File: config.mk
export PLATFORM = sky130hd
export DESIGN_NAME = disk_sector_server
export DESIGN_NICKNAME = d
export VERILOG_FILES = /design/src/rtl/disk_sector_server.sv
export SDC_FILE = /design/constraint.sdc
export NUM_CORES = 1
export LEC_CHECK = 0
export CAP_MARGIN = 20
export CORE_MARGIN = 3
export CORE_UTILIZATION = 50
export CTS_CLUSTER_SIZE = 20
export DETAILED_ROUTE_END_ITERATION = 10
export MAX_ROUTING_LAYER = met4
export PLACE_DENSITY = 0.81
export SYNTH_ARGS = -nofsm -noshare
export SYNTH_HDL_FRONTEND = slang
export SYNTH_SLANG_ARGS = --single-unit
File: constraint.sdc
create_clock -name clk -period 3.6 [get_ports clk]
set_input_delay 0.72 -clock clk [delete_from_list [all_inputs] [get_ports clk]]
set_output_delay 0.72 -clock clk [all_outputs]
set_load 0.1 [all_outputs]
File: src/rtl/disk_sector_server.sv
// disk_sector_server: services wd1770 sector read/write commands against a byte-addressed disk-image memory
module disk_sector_server #(
  parameter int ADDR_W = 24,
  parameter logic [ADDR_W-1:0] DRV1_BASE = 24'h100000,
  parameter int NSECT = 10,
  parameter int NTRK = 80,
  parameter int TIMEOUT = 4095
) (
  input  logic              clk,
  input  logic              rstn,
  input  logic [31:0]       dsr,
  output logic [31:0]       dcr,
  output logic [7:0]        dd_out,
  output logic              dd_outclk,
  input  logic [7:0]        dd_in,
  output logic              dd_inclk,
  input  logic [1:0]        wp,
  input  logic [1:0]        ins,
  output logic [ADDR_W-1:0] mem_addr,
  output logic              mem_rd,
  output logic              mem_wr,
  output logic [7:0]        mem_wdata,
  input  logic [7:0]        mem_rdata,
  input  logic              mem_ack,
  output logic              busy
);
  localparam int TW = $clog2(TIMEOUT + 1);
  localparam logic [2:0] IDLE = 3'd0, DECODE = 3'd1, RD_REQ = 3'd2, RD_WAIT = 3'd3,
                         WR_PULL = 3'd4, WR_REQ = 3'd5, WR_WAIT = 3'd6, ACK = 3'd7;
  logic [2:0] state;
  logic drv, wr, side;
  logic [6:0] trk;
  logic [4:0] sect;
  logic [ADDR_W-1:0] addr;
  logic [9:0] cnt;
  logic [TW-1:0] tcnt;
  logic [11:0] ts_n, lin;
  logic bad, last;
  logic [3:0] cmdb;
  logic unused_dsr;
  assign cmdb = {dsr[21], dsr[20], dsr[18], dsr[17]};
  assign unused_dsr = ^{dsr[31:22], dsr[19], dsr[16:13]};
  assign busy = state != IDLE;
  assign dd_inclk = state == WR_PULL;
  assign last = cnt == 10'd511;
  // track*2+side times NSECT built from shifted copies, one per set bit of NSECT
  always_comb begin
    ts_n = '0;
    for (int i = 0; i < 5; i++) ts_n = ts_n + (NSECT[i] ? ({4'b0, trk, side} << i) : 12'd0);
    lin = ts_n + {7'b0, sect} - 12'd1;
    bad = !ins[drv] || sect == 5'd0 || 32'(sect) > NSECT || 32'(trk) >= NTRK || (wr && wp[drv]);
  end
  always_ff @(posedge clk) begin
    if (!rstn) begin
      state <= IDLE;
      dcr <= '0;
      dd_out <= '0;
      dd_outclk <= 1'b0;
      mem_rd <= 1'b0;
      mem_wr <= 1'b0;
      mem_addr <= '0;
      mem_wdata <= '0;
      cnt <= '0;
      tcnt <= '0;
      drv <= 1'b0;
      wr <= 1'b0;
      side <= 1'b0;
      trk <= '0;
      sect <= '0;
      addr <= '0;
    end else begin
      dd_outclk <= 1'b0;
      case (state)
        IDLE: if (|cmdb && !dcr[4]) begin
          drv <= !dsr[17] && (dsr[18] || !dsr[20]);
          wr <= !(dsr[17] || dsr[18]);
          side <= dsr[12];
          trk <= dsr[11:5];
          sect <= dsr[4:0];
          state <= DECODE;
        end
        DECODE: begin
          cnt <= '0;
          addr <= (drv ? DRV1_BASE : '0) + ADDR_W'({lin, 9'b0});
          dcr <= bad ? 32'h18 : 32'h0;
          state <= bad ? ACK : (wr ? WR_PULL : RD_REQ);
        end
        RD_REQ, WR_REQ: begin
          mem_addr <= addr + ADDR_W'(cnt);
          mem_rd <= state == RD_REQ;
          mem_wr <= state == WR_REQ;
          tcnt <= '0;
          state <= state == RD_REQ ? RD_WAIT : WR_WAIT;
        end
        RD_WAIT, WR_WAIT: if (mem_ack) begin
          mem_rd <= 1'b0;
          mem_wr <= 1'b0;
          cnt <= cnt + 10'd1;
          dd_out <= state == RD_WAIT ? mem_rdata : dd_out;
          dd_outclk <= state == RD_WAIT;
          dcr <= last ? 32'h10 : 32'h0;
          state <= last ? ACK : (state == RD_WAIT ? RD_REQ : WR_PULL);
        end else if (tcnt == TW'(TIMEOUT - 1)) begin
          mem_rd <= 1'b0;
          mem_wr <= 1'b0;
          dcr <= 32'h18;
          state <= ACK;
        end else begin
          tcnt <= tcnt + 1'b1;
        end
        WR_PULL: begin
          mem_wdata <= dd_in;
          state <= WR_REQ;
        end
        ACK: if (!(|cmdb)) begin
          dcr <= '0;
          state <= IDLE;
        end
        default: state <= IDLE;
      endcase
    end
  end
endmodule

; After elaboration in Yosys (flattened, before gate mapping)
; Cells that the tools add are included.
[word_totals]
regBits = 139
latch_bits = 0
mem_bits_rw = 0
rom_bits = 0
input_bits = 55
output_inout_bits = 77
wordCells = 102
n_memories = 0
[classes]
n_addsub = 7
n_mul = 0
div_mod_pow = 0
order_cmp = 3
eq_ne = 15
shifts = 0
muxes = 30
bitwise = 0
reduce_logical = 31
[op_table]
columns = operator, n
row1 = $mux 32, 3
row2 = $pmux 32 s3, 1
row3 = $mux 3, 9
row4 = $add 24x10->24, 1
row5 = $mux 12, 2
row6 = $pmux 12 s2, 1
row7 = $add 21x21->22, 1
row8 = $mux 21, 1
row9 = $pmux 10 s2, 1
row10 = $pmux 3 s6, 1
row11 = $reduce_and 3->1, 5
row12 = $add 12x1->12 const B, 1
row13 = $add 12x5->12, 1
row14 = $add 9x11->12, 1
row15 = $eq 12x12->1 const B, 1
row16 = $eq 3x3->1 const B, 4
row17 = $sub 12x1->12 const B, 1
row18 = $add 10x1->10 const B, 1
row19 = $eq 10x9->1 const B, 1
row20 = $mux 10, 1
row21 = $mux 5, 2
row22 = $ne 2x2->1 const B, 5
row23 = $ge 7x7->1 const B, 1
row24 = $eq 3x2->1 const B, 2
row25 = 16 further kinds, 38

; Longest topological paths before layout
; Gate-level depths: netlist of run 1.
[depth]
ltp_word = 9
mapped_depth = 13

; Worst setup path after synthesis of run 1
; No wires, ideal clock.
[synth_timing]
kind = reg2reg
start = register trk[1]
end = register addr[20]
arrival_time_ps = 3089
path_slack_ps = 379
path_stages_with_launch = 14
path_buffers = 0
period_less_slack_ps = 3221
cell_sequence = dfxtp_1 -> inv_1 -> ha_1 -> inv_1 -> fa_1 -> ha_1 -> a21o_1 -> a211o_1 -> a2111oi_4 -> nor2_1 -> o311ai_0 -> ha_1 -> nand2_1 -> a21oi_1
[synth_via]
elab_chain_cells = 4
[synth_rtl]
columns = element, line
row1 = from (decl), 32  ; logic [6:0] trk;
row2 = from (signal assigned), 78  ; trk <= dsr[11:5];
row3 = $add 9x11->12, 49  ; for (int i = 0; i < 5; i++) ts_n = ts_n + (NSECT[i] ? ({4'b0, trk, side} << i) : 12'd0);
row4 = $add 12x5->12, 50  ; lin = ts_n + {7'b0, sect} - 12'd1;
row5 = $sub 12x1->12, 50
row6 = $add 21x21->22, 84  ; addr <= (drv ? DRV1_BASE : '0) + ADDR_W'({lin, 9'b0});
row7 = to (signal assigned), 84
row8 = to (decl), 34  ; logic [ADDR_W-1:0] addr;
; Every way passes these cells.
; A chain may end at the register's enable or synchronous reset.

; Final worst setup path of run 1
; Ends and elaborated chain as after synthesis.

==> impl_metrics.json, run 1 <==
{
  "coreArea_mm2": 0.0100,
  "cp_slowest_stage_delay_ns": 0.51,
  "drive_above_1_share": 0.0560,
  "min_period_ns": 3.38,
  "clock_sinks": 97,
  "die_h_um": 109,
  "htreeDepth": 3,
  "gp_congestion": 0.837,
  "synth_edf_count": 0,
  "dp_hpwl_um": 8910,
  "clkTransAtPathRegs_ns": 0.10,
  "utilization": 0.631,
  "slew_violations": 0,
  "cts_root_buf": "clkbuf_8",
  "final_nets": 801,
  "power_mw": 6.01,
  "antenna_found_initial": 0,
  "ys_ff_latch": 97,
  "fill_cells": 899,
  "setup_ws_ns": 0.215,
  "setup_tns_ns": 0,
  "finalClockSkew_ns": 0.0148,
  "yosys_warnings": 0,
  "rsz0062_at_grt": "false",
  "dp_slack_ns": 0.201,
  "cap_violations": 0,
  "synth_seq_area_share": 0.368,
  "fmax_mhz": 295,
  "seq_area_mm2": 0.00194,
  "worstSetupStartpointType": "flop",
  "arrival_ns": 3.63,
  "numCtsBuffers": 9,
  "crit_type": "reg2reg",
  "grt_pass1_wl_um": 20300,
  "crit_slowest_cell": "fa_1",
  "place.port_buffers": 85,
  "crit_path_frequent_cell": "ha_1",
  "crit_buf_inv": 2,
  "ys.flop_type": "dfxtp_1",
  "synth.avg_cell_area_um2": 8.32,
  "initial_core_util": 0.527,
  "worstReg2RegStart": "trk[1]",
  "netlist_area_mm2": 0.00527,
  "finalCritPeriodShare": 0.940,
  "end_kind": "flop",
  "cp_max_fo": 4,
  "multi_input_comb_area_mm2": 0.00296,
  "hp-start": "mem_addr[9]",
  "powerDensity_mw_per_mm2": 952,
  "crit_chain": "inv_1 -> ha_1 -> inv_1 -> fa_1 -> ha_1 -> a21o_1 -> a211o_1 -> a2111oi_4 -> nor2_1 -> o311ai_1 -> ha_1 -> nand2_1 -> a21oi_1",
  "grt-ovfl-total": 0,
  "num_io_pins": 132,
  "final_antenna_net_count": 0,
  "crit_family": "adder cells",
  "drt_pass1_iterations": 5,
  "power_leakage_nw": 2.44,
  "vias_per_cell": 5.32,
  "clockBufferDepth": 2,
  "worst_pin_slew_ns": 0.991,
  "min-delay-path-class": "reg2reg",
  "vias": 4509,
  "hold_viol": 0,
  "grt_use_total": 0.217,
  "drc": 0,
  "rows": 36,
  "routed_wirelength_um": 11900,
  "relSlewSlack": 0.337,
  "syn_to_final_growth_pct": 19.7,
  "drt_iter0_markers": 191,
  "synth-async-reset-ratio": 0,
  "post-cts-setup-buffer-count": 0,
  "status": "completed",
  "grt_pass1_vias": 4335,
  "die_area_mm2": 0.0118,
  "synth_cell_type_count": 64,
  "ir_drop_mv": 0.777,
  "netlist_instances": 634,
  "insertion_delay_ns": 0.36,
  "required_ns": 3.85,
  "cts_tree": "yes",
  "startpoint": "trk[1]",
  "wire_per_inst_um": 14.1,
  "grt_max_degree": 35,
  "diodes": 0,
  "setup_violations": 0,
  "dieWidth_um": 109
}
==> per-layer routing <==
metal / track usage / vias to the layer above / share of wire
li1: - / 2279 / -
met1: 0.284 / 2094 / 0.45
met2: 0.349 / 127 / 0.49
met3: 0.0397 / 9 / 0.053
met4: 0.0568 / 0 / 0.011
met5: - / - / 0
==> where the power goes <==
group | leakage (nW) | switching (mW) | internal [mW] | total, mW
sequential | 0.789 | 0.254 | 1.29 | 1.54
clock | 0.106 | 0.389 | 0.392 | 0.780
combinational | 1.55 | 2.40 | 1.28 | 3.68
total | 2.44 | 3.05 | 2.96 | 6.01
==> worst min-delay path, stage by stage (launching register included) <==
cell and delay, ns:
dfxtp_1 0.32, nand2_1 0.05, a21oi_1 0.05
==> per-stage QoR <==
step	hold slack (ns)	cell area, um^2	instances
after floorplan	0.448	5390	664
after global placement	0.442	6100	832
after detailed placement	0.444	6100	832
after CTS	0.456	6310	847
after global routing	0.469	6310	847
final	0.456	6310	847
==> cells in the mapped netlist (4+ instances only) <==
cell | number | area share
o31ai_1 | 4 | 0.0057
or4_1 | 4 | 0.0057
and3_1 | 8 | 0.0095
buf_4 | 31 | 0.044
xnor2_1 | 12 | 0.020
o21a_1 | 6 | 0.0085
nor2_1 | 63 | 0.045
nand2_1 | 94 | 0.067
nor3_1 | 4 | 0.0038
a21oi_1 | 56 | 0.053
and4_1 | 4 | 0.0066
dfxtp_1 | 97 | 0.37
a211oi_1 | 10 | 0.014
nand4_1 | 10 | 0.012
a21o_1 | 4 | 0.0057
nand2b_1 | 6 | 0.0071
xor2_1 | 14 | 0.023
ha_1 | 33 | 0.078
mux2i_1 | 18 | 0.034
or3_1 | 6 | 0.0071
and2_1 | 5 | 0.0059
nand3_1 | 21 | 0.020
clkbuf_1 | 17 | 0.012
buf_2 | 5 | 0.0047
inv_1 | 32 | 0.023
o21ai_0 | 11 | 0.010
==> sequential cells by signal, summed over array words and instances, names as in the netlist <==
name / count
addr: 13
cnt: 10
dcr: 2
dd_out: 8
dd_outclk: 1
drv: 1
mem_addr: 23
mem_rd: 1
mem_wdata: 8
mem_wr: 1
sect: 5
side: 1
state: 3
tcnt: 12
trk: 7
wr: 1
==> cell usage in the layout, fill, tap and decap left out, drive strengths merged, types with 8 or more instances in the layout <==
cell type / instances
xnor2: 12
buf: 9
mux2i: 18
nand2: 94
o21ai: 12
and3: 8
a21oi: 57
nand3: 21
ha: 33
inv: 35
xor2: 14
conb: 31
nor2: 63
clkbuf: 9
a211oi: 10
dfxtp: 97
nand4: 10
clkdlybuf4s50: 83
==> worst paths after layout <==
path         cells after the start     endpoint  slack (ns)
min                              2  mem_addr[9]        0.46
max reg2reg                     13     addr[20]        0.22
max                             13     addr[20]        0.22
min reg2reg                      2  mem_addr[9]        0.46
==> what timing repair did <==
| action | in CTS | in global routing |
|---|---|---|
| setup endpoints to repair | 0 | 2 |
| gates resized for setup | 0 | 1 |
| hold buffers | 0 | 0 |
==> kinds of logic (layout without fill, tap and decap cells) <==
kind of cell             count (synthesis)  count (layout)  share of synthesized area
AND/OR/NAND/NOR                        242             242                      0.216
AO/OA/AOI/OAI                          119             119                      0.149
flip-flops                              97              97                      0.368
buffers and inverters                   91             141                     0.0909
adder cells (fa/ha/maj)                 37              37                     0.0916
XOR/XNOR                                26              26                     0.0432
multiplexers                            21              21                     0.0406
other                                    1              31                   0.000711
==> cell type report <==
type	instances	share of cell area
Clock inverter	6	0.0143
Sequential cell	97	0.308
Multi-Input combinational cell	476	0.470
Timing Repair Buffer	92	0.142
Inverter	34	0.0202
Tap cell	133	0.0264
Clock buffer	9	0.0196
No activity file was read; power rests on OpenSTA's default activity.
==> run 2, diff against run 1 <==
Settings changed: CORE_UTILIZATION 50 to 42, PLACE_DENSITY 0.81 to 0.7.
==> impl_metrics.json, run 2 (synthesis gave the netlist of run 1 again) <==
{
  "timing.hold.ws_ns": 0.455,
  "dieWidth_um": 118,
  "clockPowerShare": 0.156,
  "whs_path_depth": 2,
  "cts_root_buf": "clkbuf_16",
  "worst_pin_slew_ns": 0.995,
  "diodes": 0,
  "reg2reg_depth": 14,
  "cts_hold_buf": 0,
  "crit_buf_inv": 3,
  "gp_congestion": 0.806,
  "vias": 4533,
  "top_regs": "mem_addr (23), addr (13), tcnt (12)",
  "slew_violations": 0,
  "most-common-layout-cells": "dfxtp_1 (97), nand2_1 (94), clkdlybuf4s50_1 (83)",
  "cp_max_fo": 3,
  "crit_type": "reg2reg",
  "ir_drop_mv": 0.759,
  "grt_use_total": 0.175,
  "place.port_buffers": 85,
  "insertion_delay_ns": 0.35,
  "end_kind": "flop",
  "min-delay-path-class": "reg2reg",
  "die_area_mm2": 0.0139,
  "wire_per_inst_um": 13.5,
  "antenna_found_initial": 0,
  "cts_tree": "yes",
  "power_switching_mw": 3.07,
  "arrival_ns": 3.71,
  "relSlewSlack": 0.334,
  "power_mw": 6.26,
  "coreArea_mm2": 0.0122,
  "cap_violations": 0,
  "crit_chain": "inv_1 -> ha_1 -> inv_1 -> fa_1 -> ha_1 -> a21o_1 -> a211o_1 -> a2111oi_4 -> buf_4 -> or3_1 -> o311ai_2 -> ha_1 -> nand2_1 -> a21oi_1",
  "finalClockSkew_ns": 0.00441,
  "num_io_pins": 132,
  "rows": 40,
  "vias_per_cell": 5.12,
  "clock_sinks": 97,
  "numCtsBuffers": 9,
  "crit_slowest_cell": "fa_1",
  "switching_share": 0.490,
  "htreeDepth": 3,
  "grt_max_degree": 35,
  "grt_pass1_wl_um": 19800,
  "grt_pass1_vias": 4255,
  "min_period_ns": 3.43,
  "internal-power_mw": 3.19,
  "grt-ovfl-total": 0,
  "syn_to_final_growth_pct": 22.7,
  "placed_cells": 868,
  "die_h_um": 118,
  "clockBufferDepth": 2,
  "pwr-share-comb": 0.604,
  "drt_iter0_markers": 194,
  "stdcell_count": 886,
  "top_register": "mem_addr",
  "cp_slowest_stage_delay_ns": 0.50,
  "clkTransAtPathRegs_ns": 0.07,
  "crit_family": "adder cells",
  "mostFrequentLayoutCell": "dfxtp_1",
  "hold_viol": 0,
  "initial_core_util": 0.434,
  "fmax_mhz": 292,
  "worstSetupStartpointType": "flop",
  "drc": 0,
  "powerDensity_mw_per_mm2": 968,
  "finalCritPeriodShare": 0.952,
  "required_ns": 3.88,
  "drive_above_1_share": 0.0599,
  "status": "completed",
  "seqPwrFrac": 0.240,
  "dp_hpwl_um": 8770,
  "final_antenna_net_count": 0,
  "worst-path-stages": 14,
  "drt_pass1_iterations": 5,
  "routed_wirelength_um": 11900,
  "crit_path_frequent_cell": "ha_1",
  "final_nets": 804,
  "setup_violations": 0,
  "largest_register_ffs": 23,
  "power_leakage_nw": 2.50
}
-- run 2: changes by cell type in the layout (fill, tap and decap cells not counted), sizes merged --
cell / before / now
buf: 9 / 12
bufinv: 2 / 1
inv: 35 / 34
clkbuf: 9 / 12
-- run 2: final timing paths --
path / from / endpoint / slack, ns
max: side / addr[20] / 0.17
max reg2reg: side / addr[20] / 0.17
min: dd_out[7] / dd_out[7] / 0.46
min reg2reg: dd_out[7] / dd_out[7] / 0.46
-- run 2: layout make-up --
type,count,area [um^2]
Fill cell,1128,5690
Inverter,34,128
Sequential cell,97,1940
Multi-Input combinational cell,476,2970
Clock inverter,4,51.3
Tap cell,168,210
Timing Repair Buffer,95,921
Clock buffer,12,246
-- run 2: power groups by stage --
stage | sequential (mW) | clock [mW] | combinational, mW
5_1_grt | 1.54 | 1.04 | 4.17
3_5_place_dp | 1.53 | 0 | 3.65
4_1_cts | 1.50 | 0.995 | 3.69
2_1_floorplan | 2.15 | 0 | 2.36
3_3_place_gp | 1.52 | 0 | 3.60
6_report | 1.50 | 0.974 | 3.78
-- run 2: routing by layer --
layer | track usage | vias to the layer above | routed length (um)
li1 | - | 2288 | -
met1 | 0.223 | 2101 | 5590
met2 | 0.274 | 129 | 5540
met3 | 0.0418 | 15 | 632
met4 | 0.0564 | 0 | 176
met5 | - | - | 0
-- run 2: tightest hold or removal path, cell delays in order, from the launching register on --
cell and delay (ns):
dfxtp_1 0.31, nand2_1 0.05, a21oi_1 0.05
-- run 2: what timing repair did --
item                       in CTS  in global routing
setup endpoints to repair       0                  2
gates resized for setup         0                  2
setup buffers                   0                  2
-- run 2: through the flow --
| step | utilization | setup WS, ns | instance area [um^2] | setup TNS [ns] |
|---|---|---|---|---|
| after global routing | 0.532 | -0.0108 | 6470 | -0.0108 |
| after floorplan | - | 0.379 | 5390 | 0 |
| final | 0.532 | 0.172 | 6470 | 0 |
| after global placement | 0.506 | 0.168 | 6150 | 0 |
| after CTS | 0.530 | 0.111 | 6450 | 0 |
| after detailed placement | 0.506 | 0.135 | 6150 | 0 |
